## src/rtl/recon_by_five_pkg.sv

```systemverilog
// Shared types and constants for the 5*q + r reconstruction block.
package recon_by_five_pkg;

  typedef enum logic [1:0] {
    IDLE = 2'b00,
    ACC  = 2'b01,
    DONE = 2'b10
  } state_t;

  localparam int unsigned ITERATIONS = 5;
  localparam int unsigned MAX_REM    = 4;

endpackage

```

## src/rtl/recon_by_five_control.sv

```systemverilog
// Sequencing FSM: accept a pair, add q five times, hold the result until taken.
//   state | meaning
//   IDLE  | ready for a new quotient/remainder pair
//   ACC   | adding q into the accumulator, one addition per cycle
//   DONE  | result presented, waiting for out_rdy
module recon_by_five_control
  import recon_by_five_pkg::*;
(
  input  logic clk,
  input  logic rst,
  input  logic in_val,
  input  logic out_rdy,
  input  logic cnt_done,
  output logic in_rdy,
  output logic out_val,
  output logic load_en,
  output logic acc_en
);

  state_t state, state_nxt;

  always_ff @(posedge clk) begin
    if (rst) state <= IDLE;
    else     state <= state_nxt;
  end

  always_comb begin
    state_nxt = state;
    in_rdy    = 1'b0;
    out_val   = 1'b0;
    load_en   = 1'b0;
    acc_en    = 1'b0;
    case (state)
      IDLE: begin
        in_rdy = 1'b1;
        if (in_val) begin
          load_en   = 1'b1;
          state_nxt = ACC;
        end
      end
      ACC: begin
        acc_en = 1'b1;
        if (cnt_done) state_nxt = DONE;
      end
      DONE: begin
        out_val = 1'b1;
        if (out_rdy) state_nxt = IDLE;
      end
      default: state_nxt = IDLE;
    endcase
  end

endmodule

```

## src/rtl/recon_by_five.sv

```systemverilog
// Reconstructs 5*q + r by repeated addition; inverse of the divide-by-five unit.
module recon_by_five
  import recon_by_five_pkg::*;
#(
  parameter int NBITS = 8
) (
  input  logic               clk,
  input  logic               rst,
  input  logic               in_val,
  output logic               in_rdy,
  input  logic [NBITS-1:0]   in_q,
  input  logic [2:0]         in_r,
  output logic               out_val,
  input  logic               out_rdy,
  output logic [NBITS+2:0]   out_data,
  output logic               out_err
);

  localparam int W = NBITS + 3;

  logic [NBITS-1:0] q_reg;
  logic [W-1:0]     acc;
  logic [2:0]       cnt;
  logic             err;
  logic             cnt_done;
  logic             load_en;
  logic             acc_en;

  // Counter value seen on the last of the five ACC edges.
  assign cnt_done = (cnt == 3'(ITERATIONS - 1));

  recon_by_five_control u_control (
    .clk      (clk),
    .rst      (rst),
    .in_val   (in_val),
    .out_rdy  (out_rdy),
    .cnt_done (cnt_done),
    .in_rdy   (in_rdy),
    .out_val  (out_val),
    .load_en  (load_en),
    .acc_en   (acc_en)
  );

  always_ff @(posedge clk) begin
    if (rst) begin
      q_reg <= '0;
      acc   <= '0;
      cnt   <= '0;
      err   <= 1'b0;
    end else if (load_en) begin
      q_reg <= in_q;
      acc   <= {{NBITS{1'b0}}, in_r};
      err   <= (in_r > 3'(MAX_REM));
      cnt   <= '0;
    end else if (acc_en) begin
      acc <= acc + W'(q_reg);
      cnt <= cnt + 3'd1;
    end
  end

  assign out_data = out_val ? acc : '0;
  assign out_err  = out_val & err;

endmodule

```

## config.mk

```make
export PLATFORM = sky130hd
export DESIGN_NAME = recon_by_five
export DESIGN_NICKNAME = d
export VERILOG_FILES = /design/src/rtl/recon_by_five_pkg.sv /design/src/rtl/recon_by_five_control.sv /design/src/rtl/recon_by_five.sv
export SDC_FILE = /design/constraint.sdc
export NUM_CORES = 1
export LEC_CHECK = 0
export CAP_MARGIN = 25
export CELL_PAD_IN_SITES_DETAIL_PLACEMENT = 1
export CELL_PAD_IN_SITES_GLOBAL_PLACEMENT = 2
export CORE_UTILIZATION = 31
export CTS_CLUSTER_DIAMETER = 120
export CTS_CLUSTER_SIZE = 10
export DETAILED_ROUTE_END_ITERATION = 12
export GPL_TIMING_DRIVEN = 1
export PLACE_DENSITY_LB_ADDON = 0.1
export SETUP_SLACK_MARGIN = 0.02
export SYNTH_ARGS = -nofsm -noshare
export SYNTH_HDL_FRONTEND = slang
export SYNTH_SLANG_ARGS = --single-unit
```

## constraint.sdc

```tcl
create_clock -name clk -period 3.2 [get_ports clk]
set_clock_uncertainty 0.2 [all_clocks]
set_input_delay 0.64 -clock clk [delete_from_list [all_inputs] [get_ports clk]]
set_output_delay 0.64 -clock clk [all_outputs]
set_load 0.01 [all_outputs]
```

# Yosys cells after proc, flatten, opt, wreduce, memory -nomap -nowiden
# Cells that the tools add are included.
# classes
n_addsub	2
n_mul	0
div	0
n_lt_le_gt_ge	1
n_eq_ne	6
shifts	0
muxes	12
bitwise_logic	1
n_reduce_logical	4
# ops
op	count
adder 11 x 8 -> 11 bit	1
2-to-1 mux 11 bit	1
2-to-1 mux 2 bit	3
2-to-1 mux 3 bit	2
!= test 2 bit (second input constant)	3
case mux 2 bit (3 select lines)	1
2-to-1 mux 1 bit	5
adder 3 x 1 -> 3 bit (second input constant)	1
equality test 3 bit (second input constant)	1
> comparator 3 bit (second input constant)	1
AND reduction 3 bit	1
equality test 2 x 1 -> 1 bit (second input constant)	1
equality test 2 bit (second input constant)	1
logical NOT 2 bit	1
nonzero test 2 bit	1
OR reduction 2 bit	1
bitwise AND 1 bit	1
# totals
regBits	25
latchBits	0
mem_bits_rw	0
mem_bits_ro	0
in_bits	15
out_inout_bits	14
elab_cells	32
memories	0

# Depth between registers and ports, before layout
# depth
word_depth	4
mapped_depth	8
depth_no_buf	8

# Cells and area by module
# From an unflattened synthesis, not the netlist that was laid out.
# unflattened
cells_unflattened	165
hier_area_um2	1436.4
# by_module_without_submodules
module	n_inst	cells_per_inst	area_each_um2	seq_area_each_um2
recon_by_five	1	153	1332.5	460.4
recon_by_five_control	1	12	103.8	40.0

# Worst setup path after synthesis
# No wires, ideal clock.
# synth_timing
kind	register to register
from	register acc[0]
to	register acc[8]
setup_time_ps	70
arrival_time_ps	1895
slack_ps	1035
stages_incl_launch_ff	9
n_path_buf	0
synth_period_minus_slack_ps	2165
path_cell_list	dfxtp_1 -> ha_1 -> inv_1 -> fa_1 -> and2b_1 -> o2111ai_2 -> and4_4 -> or3_1 -> a21oi_1
# synth_via
elab_chain_cells	1
# synth_rtl
item	line_no	rtl
from (decl)	recon_by_five.sv:22	logic [W-1:0] acc;
from (signal assigned)	recon_by_five.sv:52	acc <= {{NBITS{1'b0}}, in_r};
from (signal assigned)	recon_by_five.sv:56	acc <= acc + W'(q_reg);
adder 11 x 8 -> 11 bit	recon_by_five.sv:56	
# Every way passes these cells.
# A chain may end at the register's enable or synchronous reset.

# Worst setup path after layout
# layout_timing
from	register u_control.state[1]
to	output out_data[3]
# layout_via
elab_chain_cells	3
# layout_rtl
item	line_no	rtl
from (decl)	recon_by_five_control.sv:20	state_t state, state_nxt;
from (signal assigned)	recon_by_five_control.sv:24	else state <= state_nxt;
equality test 2 bit	recon_by_five_control.sv:33	case (state)
2-to-1 mux 1 bit	recon_by_five_control.sv:33	
2-to-1 mux 11 bit	recon_by_five.sv:61	assign out_data = out_val ? acc : '0;
to (decl)	recon_by_five.sv:15	output logic [NBITS+2:0] out_data,
# Every way passes these cells.

==> flow_summary_export.csv <==
group,metric,value,unit
routing,wl_per_cell,14.5,um
die,rows,23,
cts,clockBufferDepth,2,
timing,timing.fmax,0.366,GHz
cts,path_clk_slew,0.09,ns
routing,vias,1270,
timing,worst_slew_pin_slew,0.798,ns
die,ios,29,
worst_setup_path,required,2.36,ns
layout,drive_gt1_share,4.02,%
worst_setup_path,cp-end-kind,"output pin",
cts,cts_resized,0,
power,irDropWorstVdd,0.134,mV
die,die_h,68.5,um
logic_synthesis,ys_seq_elements,25,
cts,clock_latency,0.27,ns
timing,rsz0062_at_grt,"no",
worst_setup_path,startpoint,"u_control.state[1]$_SDFFE_PP0P_",
layout,largest_reg_flops,11,
global_routing,antenna_found_initial,0,
cts,post_cts_buffers,0,
die,die_area,4700,um^2
timing,setup_viol,0,
place,post-place-ws,0.611,ns
timing,relSlewSlack,46.8,%
timing,setup_tns,0,ns
min_path,min_path_type,"flop to flop",
die,die_w,68.5,um
routing,drc,0,
global_routing,grt_pass1_wl,6130,um
routing,ant_nets,0,
layout,final_cell_area,1750,um^2
worst_setup_path,arrival,1.89,ns
global_routing,grt_use_total,17.7,%
logic_synthesis,synthCells,171,
global_routing,grt_pass1_vias,1336,
worst_setup_path,worstPathMaxFanout,10,
global_routing,grt_start_max_net_pins,15,
worst_setup_path,r2r_cells,8,
logic_synthesis,synth_cell_types,34,
routing,first_pass_iters,4,
die,core,4120,um^2
logic_synthesis,synth_nets,197,
cts,clock_sinks,25,
worst_setup_path,r2r-start,"acc[0]$_SDFFE_PP0P_",
min_path,min_path_cells,2,
layout,syn_to_final_growth,27.7,%
place,dpl_cell_area,1710,um^2
place,io_buffers,28,
logic_synthesis,synthTopCellsByArea,"dfxtp_1 36%, ha_1 9.1%, nand2_1 7.9%",
logic_synthesis,yosysTopAreaCellShare,36.5,%
routing,drt_wl_total,3610,um
layout,nNetsFinal,226,
cts,cts_tree,"done",
die,start_util,33.4,%
logic_synthesis,syn_avg_cell_area,8.03,um^2
timing,period_needed,2.73,ns
place,post-dp-hpwl,2760,um
cts,cts_hold_buf,0,
timing,drv_slew,0,
worst_setup_path,r2r_slack,0.82,ns
timing,hold-worst-slack,0.267,ns
cts,h-tree-depth,1,
status,outcome,"complete, no violations",
logic_synthesis,ys_seq_area_share,36.5,%
cts,cts_inserted_buffers,3,
global_routing,globalRouteOverflowTotal,0,
worst_setup_path,endpoint,"out_data[3]",
timing,post-route-period-util,85.4,%
timing,final_hold_viol_count,0,
timing,timing.final.ws_setup,0.467,ns
logic_synthesis,yosysWarnings,0,
layout,antennaDiodeCount,0,
logic_synthesis,synth_area,1370,um^2
power,p_leak,0.678,nW
worst_setup_path,path_class,"flop to output pin",
routing,drtIter0Drc,44,
routing,drt-vias-per-instance,5.10,
logic_synthesis,yosys.area.top_type,"dfxtp_1",
place,routabilityCongestion,0.769,
worst_setup_path,startpoint_type,"flop",
power,power_density,363,nW/um^2
job,maxCapViolations,0,
worst_setup_path,reg2reg_to,"acc[8]$_SDFFE_PP0P_",
cts,root_buffer,"clkbuf_8",
-- synthesized netlist by cell type --
cell type  instances
nand4_1            1
o211ai_1           3
a21o_1             2
nand2_1           29
nand2b_1           3
and2b_1            2
clkbuf_1           4
nor2_1             7
and2_1            12
nand3_1            7
a2bb2oi_1          1
fa_1               1
clkbuf_2           1
and3_1             1
ha_1              10
o31ai_1            1
o2111ai_2          1
a21oi_1           21
a221oi_1           1
and4_4             1
xnor2_1            3
and2_0             1
or3_1              3
and4_1             1
a22oi_1            1
nor2b_1            2
inv_1              6
buf_2              2
o21ai_0            9
nor3_1             2
dfxtp_1           25
xor2_1             3
a31oi_1            2
a211oi_1           2
-- worst max-delay path, stage by stage (launching register included) --
cell and delay, ns:
dfxtp_1 0.37, nor2b_1 0.34, buf_4 0.24, and2_1 0.14
clkdlybuf4s50_1 0.53
-- how the worst min path moves through the flow --
| stage | slack [ns] | from | end |
|---|---|---|---|
| after CTS | 0.28 | q_reg[2]$_SDFFE_PP0P_ | q_reg[2]$_SDFFE_PP0P_ |
| final | 0.27 | err$_SDFFE_PP0P_ | err$_SDFFE_PP0P_ |
| after global placement | 0.24 | err$_SDFFE_PP0P_ | err$_SDFFE_PP0P_ |
| after detailed placement | 0.26 | err$_SDFFE_PP0P_ | err$_SDFFE_PP0P_ |
| after floorplan | 0.23 | err$_SDFFE_PP0P_ | err$_SDFFE_PP0P_ |
| after global routing | 0.29 | q_reg[2]$_SDFFE_PP0P_ | q_reg[2]$_SDFFE_PP0P_ |
-- layer usage --
metal / part of all wire, % / vias up / wire length, um / GRT usage [%]
li1: - / 644 / - / -
met1: 48 / 606 / 1730 / 22.8
met2: 49 / 18 / 1770 / 31.1
met3: 2.2 / 2 / 80 / 1.97
met4: 0.72 / 0 / 26 / 4.69
met5: 0 / - / 0 / 0
-- stage by stage --
step | utilization, % | power, mW | instances
3_3_place_gp | 41.5 | 0.445 | 245
4_1_cts | 42.6 | 0.642 | 249
2_1_floorplan | - | 0.406 | 171
3_5_place_dp | 41.5 | 0.447 | 245
6_report | 42.6 | 0.636 | 249
5_1_grt | 42.6 | 0.669 | 249
-- cell usage in the layout, fill, tap and decap left out, types with 2 or more instances in the layout --
master	count
a211oi_1	2
a21o_1	2
a21oi_1	21
a31oi_1	2
and2_1	12
and2b_1	2
buf_4	3
clkbuf_8	3
clkdlybuf4s50_1	28
dfxtp_1	25
ha_1	10
inv_1	6
nand2_1	29
nand2b_1	3
nand3_1	7
nor2_1	7
nor2b_1	2
nor3_1	2
o211ai_1	3
o21ai_0	9
or3_1	3
xnor2_1	3
xor2_1	3
-- cells by family (layout without fill, tap and decap cells) --
| family | after synthesis | count (layout) | share of synthesized area (%) |
|---|---|---|---|
| compound gates | 44 | 44 | 19.1 |
| flops | 25 | 25 | 36.5 |
| buf+inv | 13 | 41 | 3.83 |
| xor+xnor | 6 | 6 | 3.83 |
| simple gates | 72 | 72 | 26.2 |
| fa+ha+maj | 11 | 11 | 10.6 |
-- final cells by class --
| class | instances | area, um^2 |
|---|---|---|
| Sequential cell | 25 | 500 |
| Multi-Input combinational cell | 133 | 820 |
| Clock buffer | 4 | 45.0 |
| Timing Repair Buffer | 31 | 303 |
| Inverter | 6 | 22.5 |
| Fill cell | 501 | 2360 |
| Tap cell | 50 | 62.6 |
-- power by group --
part / switching [mW] / total [mW] / internal [mW] / leakage, nW
registers: 0.0103 / 0.336 / 0.325 / 0.204
logic: 0.0574 / 0.105 / 0.0472 / 0.451
clock network: 0.107 / 0.196 / 0.0891 / 0.0228
total: 0.174 / 0.636 / 0.462 / 0.678
Note: power is estimated with default switching activity, not from simulation.
